===== config.mk =====
export PLATFORM = sky130hd
export DESIGN_NAME = tpg_bar_rom
export DESIGN_NICKNAME = d
export VERILOG_FILES = /design/src/rtl/test_pattern_gen_pkg.sv /design/src/rtl/test_pattern_gen_bar_rom.sv
export SDC_FILE = /design/constraint.sdc
export NUM_CORES = 1
export LEC_CHECK = 0
export CAP_MARGIN = 20
export CORE_MARGIN = 1.5
export CORE_UTILIZATION = 40
export DETAILED_ROUTE_END_ITERATION = 12
export PLACE_DENSITY_LB_ADDON = 0.15
export SETUP_SLACK_MARGIN = 0.3
export SYNTH_ARGS = -nofsm -noshare
export SYNTH_HDL_FRONTEND = slang
export SYNTH_SLANG_ARGS = --single-unit

===== constraint.sdc =====
create_clock -name vclk -period 1.4
set_clock_uncertainty 0.05 [all_clocks]
set_input_delay 0.14 -clock vclk [all_inputs]
set_output_delay 0.14 -clock vclk [all_outputs]
set_load 0.01 [all_outputs]

===== src/rtl/test_pattern_gen_pkg.sv =====
// Shared types and bar-colour tables for the multi-mode test-pattern generator.
package tpg_pkg;

    typedef enum logic [2:0] {
        TPG_EBU75   = 3'd0,
        TPG_EBU100  = 3'd1,
        TPG_RAMP    = 3'd2,
        TPG_CHECKER = 3'd3,
        TPG_GRID    = 3'd4,
        TPG_SOLID   = 3'd5,
        TPG_SCROLL  = 3'd6,
        TPG_BLACK   = 3'd7
    } tpg_mode_e;

    typedef struct packed {
        logic        [7:0] y;
        logic signed [7:0] u;
        logic signed [7:0] v;
    } yuv_t;

    function automatic yuv_t mk_yuv(input int y, input int u, input int v);
        yuv_t r;
        r.y = 8'(y);
        r.u = 8'(u);
        r.v = 8'(v);
        return r;
    endfunction

    // Bars in order W,Y,C,G,M,R,B,K
    localparam yuv_t EBU75_LUT [8] = '{
        mk_yuv(255,   0,   0), mk_yuv(168, -41,   9),
        mk_yuv(133,  14, -58), mk_yuv(112, -27, -49),
        mk_yuv( 76,  27,  49), mk_yuv( 56, -14,  58),
        mk_yuv( 20,  41,  -9), mk_yuv(  0,   0,   0)
    };

    localparam yuv_t EBU100_LUT [8] = '{
        mk_yuv(255,   0,   0), mk_yuv(226, -56,  13),
        mk_yuv(179,  19, -79), mk_yuv(150, -37, -66),
        mk_yuv(105,  37,  66), mk_yuv( 76, -19,  79),
        mk_yuv( 29,  56, -13), mk_yuv(  0,   0,   0)
    };

endpackage


===== src/rtl/test_pattern_gen_bar_rom.sv =====
// Colour-bar lookup shared by the 75%, 100% and scrolling bar modes.
module tpg_bar_rom
    import tpg_pkg::*;
(
    input  logic       i_sel100,
    input  logic [2:0] i_bar,
    output yuv_t       o_yuv
);

    // Select the bar colour from the 75% or 100% table
    always_comb begin
        o_yuv = '0;
        if (i_sel100) begin
            o_yuv = EBU100_LUT[i_bar];
        end else begin
            o_yuv = EBU75_LUT[i_bar];
        end
    end

endmodule


==> results.cfg, run 1 <==
[logic_synthesis]
synth_nets = 102
synth.avg_cell_area_sq_um = 6.66
syn_inst = 86
ys.warnings.count = 0
synth_top_cells_by_count = 14 x a21oi_1, 12 x ha_1, 10 x nand2_1
synthTopCellsByArea = ha_1 26%, a21oi_1 12%, nand2_1 6.6%
synth_top_cell_area_share_pct = 26.2
ys_types = 21
synth.most_common_cell = a21oi_1
yosysSeqAreaShare_pct = 0
syn-cell-area_sq_um = 573
yosys.area.top_type = ha_1

[outcome]
lastStage = global routing (5_1_grt)
stop_error = [ERROR DPL-0038] Utilization greater than 100%, impossible to legalize
status = aborted with a tool error

[clocking]
cts-hold-fix-buffers = 0

[timing]
worstEpCategory = output port
grt-worst-endpoint = o_yuv[2]

[placed_design]
place_congestion = 0.838
hpwlAfterDp_mm = 1.28
port_buffers = 28

[floorplanning]
io_pins = 28
start_util_pct = 43.5
die_y_um = 40.9
die_w_um = 40.9
rows = 13

[grt]
grt_max_degree = 14
## kinds of logic after synthesis
logic type	count (synthesis)	share of synthesized area, %
AOI/OAI and AO/OA	30	29.9
and+or+nand+nor	26	19.6
buffers and inverters	15	17.0
adders and majority gates	12	26.2
muxes	2	5.68
xor gates and xnor gates	1	1.53
## repair_timing
item | 4_1_cts
endpoints found under the setup margin | 24
buffers inserted | 12
gates resized for setup | 166
pin swaps | 12
gates cloned | 1
## stage by stage
stage | std cells | setup slack (ns) | cell area (sq um) | hold WS (ns)
floorplan | 86 | 0.237 | 614 | 0.442
global placement | 137 | -0.748 | 988 | 1.34
detailed placement | 137 | -0.806 | 988 | 1.34
CTS | 150 | 0.0825 | 1220 | 0.580
==> run 2: changes to the inputs <==
--- a/config.mk
+++ b/config.mk
@@ -6,11 +6,10 @@
 export NUM_CORES = 1
 export LEC_CHECK = 0
 export CAP_MARGIN = 20
-export CORE_MARGIN = 1.5
-export CORE_UTILIZATION = 40
+export CORE_AREA = 2 2 63 65
 export DETAILED_ROUTE_END_ITERATION = 12
+export DIE_AREA = 0 0 65 67
 export PLACE_DENSITY_LB_ADDON = 0.15
-export SETUP_SLACK_MARGIN = 0.3
 export SYNTH_ARGS = -nofsm -noshare
 export SYNTH_HDL_FRONTEND = slang
 export SYNTH_SLANG_ARGS = --single-unit
==> results.cfg, run 2 <==
[logic_synthesis]
yosysSeqAreaShare_pct = 0
synthTopCellsByArea = ha_1 26%, a21oi_1 12%, nand2_1 6.6%
synth.avg_cell_area_sq_um = 6.66
synth_top_cell_area_share_pct = 26.2
synth_top_cells_by_count = 14 x a21oi_1, 12 x ha_1, 10 x nand2_1
syn_inst = 86
synth.most_common_cell = a21oi_1
syn-cell-area_sq_um = 573
yosys.area.top_type = ha_1
ys_types = 21
synth_nets = 102
ys.warnings.count = 0

[critical_path]
crit_start = i_bar[1]
crit_arrival_ns = 1.18
critPathLaunchType = primary input
cp-end-kind = output pin
worstSetupEndpoint = o_yuv[2]
crit_required_ns = 1.21
critical_path_class = in -> out
cp_max_fo = 10

[job]
cap_violations = 0

[detailed_routing]
drc = 0
drt_iter0_drc = 19
wire_per_inst_um = 11.0
vias = 708
first_pass_iters = 4
ant_nets = 0
wirelength_mm = 1.89
vias_per_cell = 4.12

[floorplanning]
die_y_um = 67
rows = 22
io_pins = 28
core-area_sq_um = 3610
die_w_um = 65
die_area_sq_um = 4360
start_util_pct = 15.9

[final_layout]
antenna_cells = 0
area_growth_pct = 82.1
n_sequential_cell = 0
nets = 142
fillers = 407
layout-drive-gt1-share_pct = 45.2
design_area_sq_um = 1040
layoutNonFillerInstCount = 172
area.sequential_sq_um = 0
final_cell_mix = 14 x a21oi_1, 14 x buf_4, 11 x buf_2
clockBufferCount = 0

[timing]
relSlewSlack_pct = 85.6
setup_viol = 0
maxSlewViolCount = 0
fin_crit_ns = 1.37
rsz0062_at_grt = false
hold_viol = 0
finalSetupTns_ns = 0
clock.fmax_mhz = 730
worstMarginPinSlew_ns = 0.214
min_period_over_period_pct = 97.9

[placed_design]
place_area_sq_um = 990
hpwlAfterDp_mm = 1.49
place_congestion = 0.720
dp_cells = 171
port_buffers = 28

[outcome]
status = finished, final reports clean

[grt]
grt_util_all_layers_pct = 8.21
grt_max_degree = 19
antenna_found_initial = 0
grt_pass1_vias = 600
grt_pass1_wl_mm = 2.91
grt.overflow.total = 0

[power_and_ir_drop]
peakVddDrop_mv = 0.0747
power_uw = 367
p_per_area_nw_per_um2 = 352
power.leakage_uw = 0.000500

[clocking]
cts-hold-fix-buffers = 0

[hold_path]
hp-class = in -> out
[run 2: power by group]
| part | switching, uW | internal, uW | leakage, uW |
|---|---|---|---|
| Clock | 0 | 0 | 0 |
| Sequential | 0 | 0 | 0 |
| Combinational | 185 | 183 | 0.000500 |
| Total | 185 | 183 | 0.000500 |
[run 2: worst min-delay path by stage]
| stage | slack, ns | from | to | depth (start not counted) |
|---|---|---|---|---|
| after CTS | 0.77 | i_bar[1] | o_yuv[6] | 5 |
| after global placement | 1.46 | i_bar[1] | o_yuv[6] | 5 |
| after floorplan | 0.43 | i_bar[1] | o_yuv[4] | 2 |
| final | 0.75 | i_bar[1] | o_yuv[6] | 5 |
| after global routing | 0.78 | i_bar[1] | o_yuv[6] | 5 |
| after detailed placement | 1.45 | i_bar[1] | o_yuv[6] | 5 |
[run 2: metal layers]
metal	vias up	track usage, %	routed length (um)
met1	312	11.7	936
met3	0	0.507	79
met2	20	14.3	872
met5	-	0	0
met4	0	0	0
li1	376	-	-
[run 2: cell families (layout without fill, tap and decap cells)]
| family | after synthesis | in the layout | share of synthesized area [%] |
|---|---|---|---|
| AOI/OAI and AO/OA | 30 | 30 | 29.9 |
| xor gates and xnor gates | 1 | 1 | 1.53 |
| adders and majority gates | 12 | 12 | 26.2 |
| buffers and inverters | 15 | 53 | 17.0 |
| muxes | 2 | 2 | 5.68 |
| and+or+nand+nor | 26 | 26 | 19.6 |
[run 2: layout make-up]
type                       count  area (sq um)  share of cell area (%)
multi-input combinational     71           568                    54.4
timing repair buffer          48           392                    37.5
tap                           48          60.1                    5.76
inverter                       5          23.8                    2.28
[run 2: repair_timing]
| action | 4_1_cts | 5_1_grt |
|---|---|---|
| setup endpoints to repair | 24 | 12 |
| resized for setup | 105 | 16 |
| setup buffers | 0 | 1 |
| pin swaps | 2 | 3 |
[run 2: stage by stage]
stage          setup slack (ns)  hold slack [ns]  utilization (%)
3_5_place_dp             -0.857             1.45             27.4
6_report                 0.0296            0.751             28.9
3_3_place_gp             -0.838             1.46             27.4
4_1_cts                 0.00308            0.767             28.4
5_1_grt                 0.00139            0.785             28.9
2_1_floorplan             0.168            0.425                -
[run 2: critical path: stages]
cell	delay [ns]
buf_4	0.13
buf_6	0.15
ha_4	0.17
mux4_2	0.46
buf_6	0.14
Power figures use the tool's default switching activity.
==> run 3: changes to the inputs <==
--- a/config.mk
+++ b/config.mk
@@ -9,7 +9,7 @@
 export CORE_AREA = 2 2 63 65
 export DETAILED_ROUTE_END_ITERATION = 12
 export DIE_AREA = 0 0 65 67
-export PLACE_DENSITY_LB_ADDON = 0.15
+export PLACE_DENSITY = 0.35
 export SYNTH_ARGS = -nofsm -noshare
 export SYNTH_HDL_FRONTEND = slang
 export SYNTH_SLANG_ARGS = --single-unit
==> results.cfg, run 3 (synthesis gave the netlist of run 2 again) <==
[final_layout]
nets = 142
clockBufferCount = 0
n_sequential_cell = 0
final_common_cell = a21oi_1
layout-drive-gt1-share_pct = 41.9
antenna_cells = 0
final_cell_mix = 14 x a21oi_1, 12 x buf_4, 11 x buf_6
area_growth_pct = 79.0
post-route-util_pct = 28.5
area.sequential_sq_um = 0

[power_and_ir_drop]
p_per_area_nw_per_um2 = 350
power_uw = 359
power.leakage_uw = 0.000497
peakVddDrop_mv = 0.119

[timing]
fin_crit_ns = 1.36
min_period_over_period_pct = 97.2
finalSetupTns_ns = 0
clock.fmax_mhz = 735
rsz0062_at_grt = false
maxSlewViolCount = 0
worst_slack_ns = 0.0395
setup_viol = 0
worstMarginPinSlew_ns = 0.244
hold_viol = 0
relSlewSlack_pct = 83.5

[critical_path]
crit_required_ns = 1.21
cp_common_cell = buf_6
cpMaxStageDelayCell = clkdlybuf4s15_1
critPathLaunchType = primary input
crit_chain = clkdlybuf4s15_2 > buf_6 > buf_6 > a211oi_1 > a21o_1 > clkdlybuf4s15_1
slowest_delay_ns = 0.23
crit_arrival_ns = 1.17
cp-end-kind = output pin
critical_path_class = in -> out
cp_max_fo = 9

[placed_design]
place_worst_setup_slack_ns = -0.836
port_buffers = 28
place_congestion = 0.694
hpwlAfterDp_mm = 1.41

[outcome]
status = finished, final reports clean

[floorplanning]
start_util_pct = 15.9
core-area_sq_um = 3610
rows = 22
die_area_sq_um = 4360
die_y_um = 67
io_pins = 28
die_w_um = 65

[grt]
grt_max_degree = 18
grt_pass1_wl_mm = 3.30
grt.overflow.total = 0
grt_util_all_layers_pct = 9.17
grt_pass1_vias = 703
antenna_found_initial = 0

[hold_path]
hp-class = in -> out

[detailed_routing]
drc = 0
ant_nets = 0
vias = 708
first_pass_iters = 4
drt_iter0_drc = 43
wirelength_mm = 1.91
vias_per_cell = 4.12
wire_per_inst_um = 11.1

[job]
cap_violations = 0
-- run 3: cell types whose count changed in the layout (fill, tap and decap cells not counted), sizes merged --
cell,change
clkdlybuf4s15,-1
buf,-1
dlygate4sd1,+1
dlygate4sd2,+1
-- run 3: critical path: cells and delay by family --
kind,cells,cell delay (ns)
buf+inv,4,0.71
compound gates,2,0.32
-- run 3: power by group --
group | leakage [uW] | switching (uW) | internal [uW]
registers | 0 | 0 | 0
clock network | 0 | 0 | 0
logic | 0.000497 | 181 | 177
total | 0.000497 | 181 | 177
-- run 3: cell type report --
class	instances	area, sq um
Inverter	5	18.8
Tap cell	48	60.1
Timing Repair Buffer	48	390
Multi-Input combinational cell	71	557
Fill cell	400	2580
-- run 3: metal layers --
layer	vias up	global-route usage (%)	part of all wire (%)
met5	-	0	0
met4	0	0	0
met3	0	0.676	4.2
met2	16	16.0	45
met1	317	13.0	51
li1	375	-	-
-- run 3: path summary, 6_finish.rpt --
path	startpoint	endpoint	slack (ns)	cells past startpoint
setup / recovery	i_sel100	o_yuv[9]	0.04	6
hold / removal	i_bar[1]	o_yuv[12]	0.76	5
-- run 3: timing repair --
action / CTS / global route
hold buffers: 0 / 0
resized for setup: 99 / 13
setup endpoints to repair: 24 / 15
gates cloned: 1 / 0
buffers inserted: 1 / 1
pin swaps: 4 / 1
-- run 3: metrics by stage --
step	area, sq um	hold slack (ns)	instances
floorplan	573	0.425	86
global placement	962	1.43	169
detailed placement	962	1.43	169
CTS	1020	0.800	171
global route	1030	0.806	172
finish	1030	0.761	172
